## src/rtl/shift_load_ctrl.sv

```systemverilog
// shift_load_ctrl
// Upstream sequencer for the nbit_shifter stage. It accepts parallel words on
// a valid/ready handshake and keeps one word in a pending buffer. For each
// word it drives the shifter through one load cycle, then shift_count shift
// cycles, then a one-cycle done pulse.
//
// Parameters:
//   n           data width (must match the downstream shifter)
//   shift_count shift cycles per word, 1..255
// Ports:
//   clock       rising-edge clock
//   reset       asynchronous, active-low reset
//   in_valid    upstream word present
//   in_data     upstream word
//   in_ready    pending buffer empty (accept on in_valid & in_ready)
//   pause       freezes shifting while 1 (only effective in SHIFT)
//   inp         word driven to the shifter, stable from LOAD to next drain
//   load        shifter parallel-load strobe
//   shift_ena   shifter shift enable
//   busy        sequencer is not idle
//   done        one-cycle pulse after the last shift cycle of a word
//   word_count  completed words, wraps 255 -> 0
module shift_load_ctrl #(
  parameter int n           = 16,
  parameter int shift_count = 16
) (
  input  logic         clock,
  input  logic         reset,
  input  logic         in_valid,
  input  logic [n-1:0] in_data,
  output logic         in_ready,
  input  logic         pause,
  output logic [n-1:0] inp,
  output logic         load,
  output logic         shift_ena,
  output logic         busy,
  output logic         done,
  output logic [7:0]   word_count
);

  localparam int cw = $clog2(shift_count + 1);
  // Counter value seen on the final unpaused SHIFT edge.
  localparam logic [cw-1:0] last_cnt = cw'(shift_count - 1);

  typedef enum logic [1:0] {IDLE, LOAD, SHIFT, DONE} state_t;

  state_t         state;
  logic [n-1:0]   buf_data;
  logic           buf_full;
  logic [cw-1:0]  cnt;
  logic           accept;
  logic           drain;

  // Gated by reset so no word can be offered as accepted while in reset.
  assign in_ready = reset & ~buf_full;
  assign accept   = in_valid & in_ready;
  // A pending word is moved to the shifter from IDLE, or straight out of DONE
  // for back-to-back words. accept and drain never coincide: accept needs an
  // empty buffer, drain needs a full one.
  assign drain    = buf_full & ((state == IDLE) | (state == DONE));

  always_ff @(posedge clock or negedge reset) begin
    if (!reset) begin
      state      <= IDLE;
      buf_data   <= '0;
      buf_full   <= 1'b0;
      cnt        <= '0;
      inp        <= '0;
      word_count <= '0;
    end else begin
      // NOTE: non-blocking assignments here so every register sees the
      // pre-edge value of the others, independent of statement order.
      if (accept) begin
        buf_data <= in_data;
        buf_full <= 1'b1;
      end else if (drain) begin
        buf_full <= 1'b0;
      end

      case (state)
        IDLE, DONE: begin
          if (drain) begin
            state <= LOAD;
            inp   <= buf_data;
            cnt   <= '0;
          end else begin
            state <= IDLE;
          end
        end
        LOAD: state <= SHIFT;
        SHIFT: begin
          if (!pause) begin
            cnt <= cnt + 1'b1;
            if (cnt == last_cnt) begin
              state      <= DONE;
              word_count <= word_count + 8'd1;
            end
          end
        end
        default: state <= IDLE;
      endcase
    end
  end

  // The shifter gives load priority, so shift_ena is also high during LOAD.
  assign load      = (state == LOAD);
  assign shift_ena = (state == LOAD) | ((state == SHIFT) & ~pause);
  assign busy      = (state != IDLE);
  assign done      = (state == DONE);

endmodule

```

## config.mk

```make
export PLATFORM = sky130hd
export DESIGN_NAME = shift_load_ctrl
export DESIGN_NICKNAME = d
export VERILOG_FILES = /design/src/rtl/shift_load_ctrl.sv
export SDC_FILE = /design/constraint.sdc
export NUM_CORES = 1
export LEC_CHECK = 0
export CORE_UTILIZATION = 45
export CTS_CLUSTER_SIZE = 25
export DETAILED_ROUTE_END_ITERATION = 10
export GPL_TIMING_DRIVEN = 0
export MAX_ROUTING_LAYER = met4
export PLACE_DENSITY = 0.73
export REMOVE_ABC_BUFFERS = 1
export SLEW_MARGIN = 20
export SYNTH_ARGS = -nofsm -noshare
export SYNTH_HDL_FRONTEND = slang
export SYNTH_SLANG_ARGS = --single-unit
```

## constraint.sdc

```tcl
create_clock -name clock -period 2.2 [get_ports clock]
set_input_delay 0.22 -clock clock [delete_from_list [all_inputs] [get_ports clock]]
set_output_delay 0.22 -clock clock [all_outputs]
set_load 0.005 [all_outputs]
```

==> results of run 1 <==
==> through the flow <==
| stage | util | area (um2) | TNS [ns] |
|---|---|---|---|
| after floorplan | - | 2100 | 0 |
| after global placement | 0.591 | 2640 | -37.57 |
| after detailed placement | 0.594 | 2660 | 0 |
| after CTS | 0.617 | 2760 | 0 |
| after global routing | 0.619 | 2770 | 0 |
| final | 0.619 | 2770 | 0 |
==> synthesized netlist by cell type, types with 2 or more instances <==
cell type	count	area, um2
inv_1	6	22.5
mux2i_1	2	20.0
a22oi_1	3	22.5
nor3_1	2	10.0
xnor2_1	2	17.5
ha_1	7	87.6
mux2_4	9	135
mux2_2	25	282
dfrtp_1	48	1200
buf_6	2	22.5
nor2_1	4	15.0
nand2_1	12	45.0
nor2b_2	2	17.5
xor2_1	5	43.8
o21ai_0	5	25.0
==> logic make-up (layout without fill, tap and decap cells) <==
| logic type | after synthesis | count (layout) |
|---|---|---|
| AOI/OAI and AO/OA | 15 | 15 |
| xor gates and xnor gates | 7 | 7 |
| adders and majority gates | 7 | 7 |
| buffers and inverters | 12 | 65 |
| DFF | 48 | 48 |
| muxes | 36 | 36 |
| and+or+nand+nor | 32 | 32 |
==> worst max path at each step <==
stage,startpoint,end,cells past startpoint
final,reset,in_ready,5
after global routing,reset,in_ready,5
after CTS,state[0],inp[12],4
after detailed placement,state[0],inp[12],4
after global placement,reset,in_ready,3
after floorplan,state[0],inp[0],4
==> flip-flops by register name (all words and copies together), names as in the netlist <==
signal / cells
buf_data: 16
cnt: 5
buf_full: 1
inp: 16
state: 2
word_count: 8
==> critical path, stage by stage <==
cell,delay (ns)
dlygate4sd3_1,0.52
buf_2,0.14
buf_12,0.21
nor2b_2,0.23
clkdlybuf4s50_1,0.52
==> per-layer routing <==
metal  part of all wire  vias to the layer above
li1                   -                      643
met1               0.42                      683
met2               0.50                       44
met3              0.057                        9
met4              0.022                        0
met5                  0                        -
==> power by group through the flow <==
stage | clock, mW | sequential, mW | combinational, mW
after detailed placement | 0 | 1.50 | 1.46
after global routing | 0.576 | 1.52 | 1.59
final | 0.519 | 1.48 | 1.46
after global placement | 0 | 1.46 | 1.39
after floorplan | 0 | 1.45 | 0.829
after CTS | 0.535 | 1.48 | 1.47
==> final cells by class <==
class | instances | area (um2) | area share
Multi-Input combinational cell | 97 | 881 | 0.318
Sequential cell | 48 | 1200 | 0.434
Clock inverter | 1 | 8.76 | 0.00316
Inverter | 6 | 22.5 | 0.00813
Clock buffer | 7 | 76.3 | 0.0276
Timing Repair Buffer | 51 | 515 | 0.186
Tap cell | 52 | 65.1 | 0.0235
==> what timing repair did <==
action | 4_1_cts | 5_1_grt
hold buffers | 2 | 0
resized for setup | 0 | 2
setup endpoints to repair | 0 | 17
hold endpoints to repair | 17 | 0
==> flow_summary_export.csv, run 1 <==
group,metric,value,unit
yosys,syn_avg_cell_area,13.7,um2
critical_path,timing.rr.start,"cnt[0]",
final_layout,nets,236,
yosys,synth_ff_type,"dfrtp_1",
critical_path,critPathLaunchType,"input pin",
final_layout,num_antenna_cells,0,
floorplanning,die_y,71.2,um
sta,tightestPinTransition,0.782,ns
critical_path,critPathKind,"in -> out",
final_layout,area_growth,28.4,%
grt,overflow,0,
yosys,synthMuxAreaShare,0.202,
sta,hold_viol,0,
routing,drt_iter0_markers,65,
yosys,syn-cell-area,2160,um2
sta,fin_crit_sh,0.938,
yosys,synth_fa_ha_area_frac,0.0406,
grt,grt_pass1_vias,1451,
power,peakVddDrop,0.631,mV
floorplanning,placementRows,24,
yosys,synth_top_family_by_area,"multiplexers",
routing,viasPerCell,5.26,
grt,grt_busiest_layer,"met2",
yosys,ys_warn_count,0,
outcome,status,"finished with violations",
min_path,min_path_type,"in -> async",
place,io_buffers,48,
power,power.leakage,1.26,nW
final_layout,finalNonFillerCells,262,
critical_path,end_kind,"output pin",
critical_path,required,1.98,ns
yosys,ys_types,38,
place,place_inst,252,
final_layout,final_cell_mix,"dfrtp_1 (48), clkdlybuf4s50_1 (47), mux2_2 (25)",
final_layout,n_fill_cell,335,
final_layout,drive_gt1_frac,0.243,
clock_tree,cts.path.max_buffers,2,
routing,remaining_drc_errors,3,
sta,rsz0062_at_grt,"no",
yosys,ys_seq_area_frac,0.557,
grt,grt_start_max_net_pins,33,
yosys,syn_inst,157,
power,p_int,2.38,mW
sta,fin_skew,0.00260,ns
critical_path,r2r_slack,0.31,ns
power,sw_frac_of_total,0.312,
outcome,violations,"DRC",
grt,grtUsageMet2,0.294,
clock_tree,insertion_delay,0.30,ns
yosys,synth_simple_gate_area_frac,0.0870,
grt,grt.met3_usage,0.0563,
power,cellPowerDensity,1250,nW/um2
yosys,synth-edff-count,0,
place,place_ws,0.0206,ns
yosys,synth_xor_xnor_area_share,0.0284,
critical_path,cp_data_arrival_time,1.84,ns
place,place.gp.congestion,0.766,
floorplanning,fp.dieW,71.2,um
place,post-dp-hpwl,2.91,mm
final_layout,final_common_cell,"dfrtp_1",
routing,dr.pass1.iters,7,
sta,setup_violations,0,
critical_path,cp_max_fo,32,
grt,grt_pass1_wl,6.78,mm
power,p_sw,1.08,mW
yosys,synth_compound_area_frac,0.0464,
flow_run,maxCapViolations,0,
sta,drv_slew,0,
critical_path,timing.rr.end,"state[1]",
sta,finalWorstPathRequiredPeriod,2.06,ns
grt,grt_util_met1,0.212,
routing,vias,1379,
sta,whs,0.425,ns
clock_tree,cts_made_buffers,5,
grt,grt.total_usage,0.184,
floorplanning,initial_utilization,0.482,
floorplanning,core,4470,um2
clock_tree,root_buffer,"clkbuf_8",
routing,avgRoutedWirePerCell,15.7,um
clock_tree,path_clk_slew,0.08,ns
power,seq_power_share,0.427,
routing,ant_nets,0,
power,pwr-share-clk,0.150,
critical_path,reg2reg_depth,6,
clock_tree,htreeDepth,2,
floorplanning,pin_count,49,
grt,antenna_found_initial,0,
power,p_total,3.46,mW
yosys,ys_ff_latch,48,
routing,routed_wl,4.11,mm
clock_tree,cts_sinks,48,
sta,fmax,0.485,GHz
sta,worst_slew_margin_rel,0.477,
sta,setup_ws,0.136,ns
clock_tree,cts_setup_buffers,0,
yosys,async_flop_share,1.00,
power,combPwrFrac,0.423,
floorplanning,dieArea,5070,um2
clock_tree,cts_tree,"built",
(Power assumes the default switching activity.)
==> inputs of run 2 (changes only) <==
PLACE_DENSITY = 0.84   (was 0.73)
==> run 2 against run 1 <==
The run still ends with DRC left. Power is 0.69% higher. Die area stayed put. Sequential power hardly changed. Clock skew hardly changed. Global-route usage is 2.2 points lower. Cell area is 1.1% higher. Register-to-register slack worse by 0.03 ns. First-iteration DRC count is 26% lower. Core utilization is 0.70 points higher. Flip-flop and latch count stayed put. Fmax is 3.9% higher. Wire length is 11% lower. Critical endpoint is now shift_ena. Largest cell class unchanged. Largest power group unchanged.
==> flow_summary_export.csv, run 2 (synthesis results as in run 1) <==
group,metric,value,unit
outcome,status,"finished with violations",
outcome,violations,"DRC",
grt,grt_busiest_layer,"met2",
floorplanning,initial_utilization,0.482,
critical_path,required,1.98,ns
power,peakVddDrop,0.649,mV
final_layout,regArea,1200,um2
critical_path,critPathLaunchType,"flip-flop",
min_path,min_path_type,"reg -> reg",
min_path,holdPathEnd,"word_count[7]",
clock_tree,htreeDepth,2,
place,io_buffers,48,
critical_path,cp_max_fo,13,
grt,grt_pass1_wl,6.30,mm
final_layout,final_cell_mix,"dfrtp_1 (48), clkdlybuf4s50_1 (47), mux2_2 (25)",
grt,grtUsageMet2,0.269,
critical_path,timing.rr.start,"state[0]",
final_layout,final_common_cell,"dfrtp_1",
final_layout,multiInputGateArea,881,um2
clock_tree,cts_setup_buffers,0,
routing,ant_nets,0,
critical_path,timing.rr.end,"inp[6]",
grt,grt.met3_usage,0.0338,
clock_tree,cts_tree,"built",
routing,routed_wl,3.66,mm
min_path,min_path_cells,1,
grt,overflow,0,
critical_path,end_kind,"output pin",
floorplanning,dieArea,5070,um2
floorplanning,fp.dieW,71.2,um
grt,grt_util_met1,0.208,
final_layout,drive_gt1_frac,0.250,
final_layout,area_growth,29.9,%
clock_tree,cts.path.max_buffers,2,
final_layout,num_antenna_cells,0,
critical_path,critPathKind,"reg -> out",
clock_tree,cts_made_buffers,5,
power,power.leakage,1.27,nW
routing,avgRoutedWirePerCell,14.1,um
grt,grt_pass1_vias,1365,
sta,tightestPinTransition,0.540,ns
floorplanning,core,4470,um2
floorplanning,pin_count,49,
routing,drt_iter0_markers,48,
clock_tree,path_clk_slew,0.08,ns
place,place.gp.congestion,0.846,
critical_path,r2r_slack,0.28,ns
critical_path,cp_data_arrival_time,1.77,ns
clock_tree,insertion_delay,0.28,ns
floorplanning,placementRows,24,
routing,remaining_drc_errors,5,
flow_run,maxCapViolations,0,
place,place_inst,252,
sta,fin_crit_sh,0.903,
critical_path,reg2reg_depth,4,
grt,grt.total_usage,0.162,
sta,rsz0062_at_grt,"no",
sta,fin_skew,0.00293,ns
sta,fmax,0.503,GHz
sta,setup_violations,0,
clock_tree,root_buffer,"clkbuf_8",
final_layout,top_regs,"buf_data x16, inp x16, word_count x8",
power,cellPowerDensity,1240,nW/um2
routing,dr.pass1.iters,7,
routing,viasPerCell,5.22,
floorplanning,die_y,71.2,um
sta,hold_viol,0,
routing,vias,1357,
sta,worst_slew_margin_rel,0.639,
sta,finalWorstPathRequiredPeriod,1.99,ns
final_layout,finalNonFillerCells,260,
min_path,min_from,"word_count[7]",
place,post-dp-hpwl,2.57,mm
sta,drv_slew,0,
grt,antenna_found_initial,0,
final_layout,n_fill_cell,348,
power,p_total,3.49,mW
grt,grt_start_max_net_pins,29,
clock_tree,cts_sinks,48,
critical_path,critPathLaunch,"state[0]",
final_layout,nets,236,
-- run 2: cell count changes in the layout (fill, tap and decap cells not counted) --
cell,previous run,this run
buf_16,0,1
dlygate4sd3_1,2,1
clkinv_4,1,0
clkbuf_1,2,0
bufinv_16,0,1
-- run 2: worst max-delay path: stages, from the launching register on --
cell             delay (ns)
dfrtp_1                0.41
inv_1                  0.11
ha_2                   0.32
a21o_1                 0.15
clkdlybuf4s50_1        0.49
-- run 2: layer usage --
| layer | part of all wire | up-vias | wire length (um) |
|---|---|---|---|
| met1 | 0.46 | 673 | 1690 |
| li1 | - | 646 | - |
| met5 | 0 | - | 0 |
| met4 | 0.0063 | 0 | 23 |
| met2 | 0.49 | 34 | 1790 |
| met3 | 0.042 | 4 | 155 |
-- run 2: layout make-up --
cell class	instances	share of cell area
clock buffers	5	0.0246
inverters	6	0.00804
multi-input cells	97	0.314
repair buffers	51	0.190
flip-flops and latches	48	0.429
well taps	52	0.0232
clock inverters	1	0.0107
-- run 2: through the flow --
stage	worst slack (ns)	utilization	instance area (um2)	TNS (ns)	hold WS [ns]
2_1_floorplan	0.377	-	2100	0	-0.0756
3_3_place_gp	-1.26	0.591	2640	-40.57	0.456
3_5_place_dp	-0.0154	0.596	2670	-0.0551	0.300
4_1_cts	0.0766	0.626	2800	0	0.484
5_1_grt	0.106	0.626	2800	0	0.503
6_report	0.213	0.626	2800	0	0.475
-- run 2: worst max path at each step --
stage                     slack, ns  depth (start not counted)   endpoint
final                          0.21                          4  shift_ena
after global routing           0.11                          4  shift_ena
after CTS                      0.08                          4  shift_ena
after detailed placement      -0.02                          4     inp[6]
after global placement        -1.26                          3   in_ready
after floorplan                0.38                          4     inp[0]
-- run 2: repair_timing --
| action | in CTS | in global routing |
|---|---|---|
| hold buffers | 2 | 0 |
| pin swaps | 0 | 0 |
| endpoints found under the hold margin | 28 | 0 |
| resized for setup | 1 | 1 |
| endpoints found under the setup margin | 12 | 1 |
-- run 2: report_power, final --
part | total, mW | switching (mW) | leakage (nW) | internal [mW]
logic | 1.44 | 0.527 | 0.631 | 0.914
clock network | 0.589 | 0.263 | 0.0501 | 0.326
registers | 1.46 | 0.213 | 0.593 | 1.24
total | 3.49 | 1.00 | 1.27 | 2.48
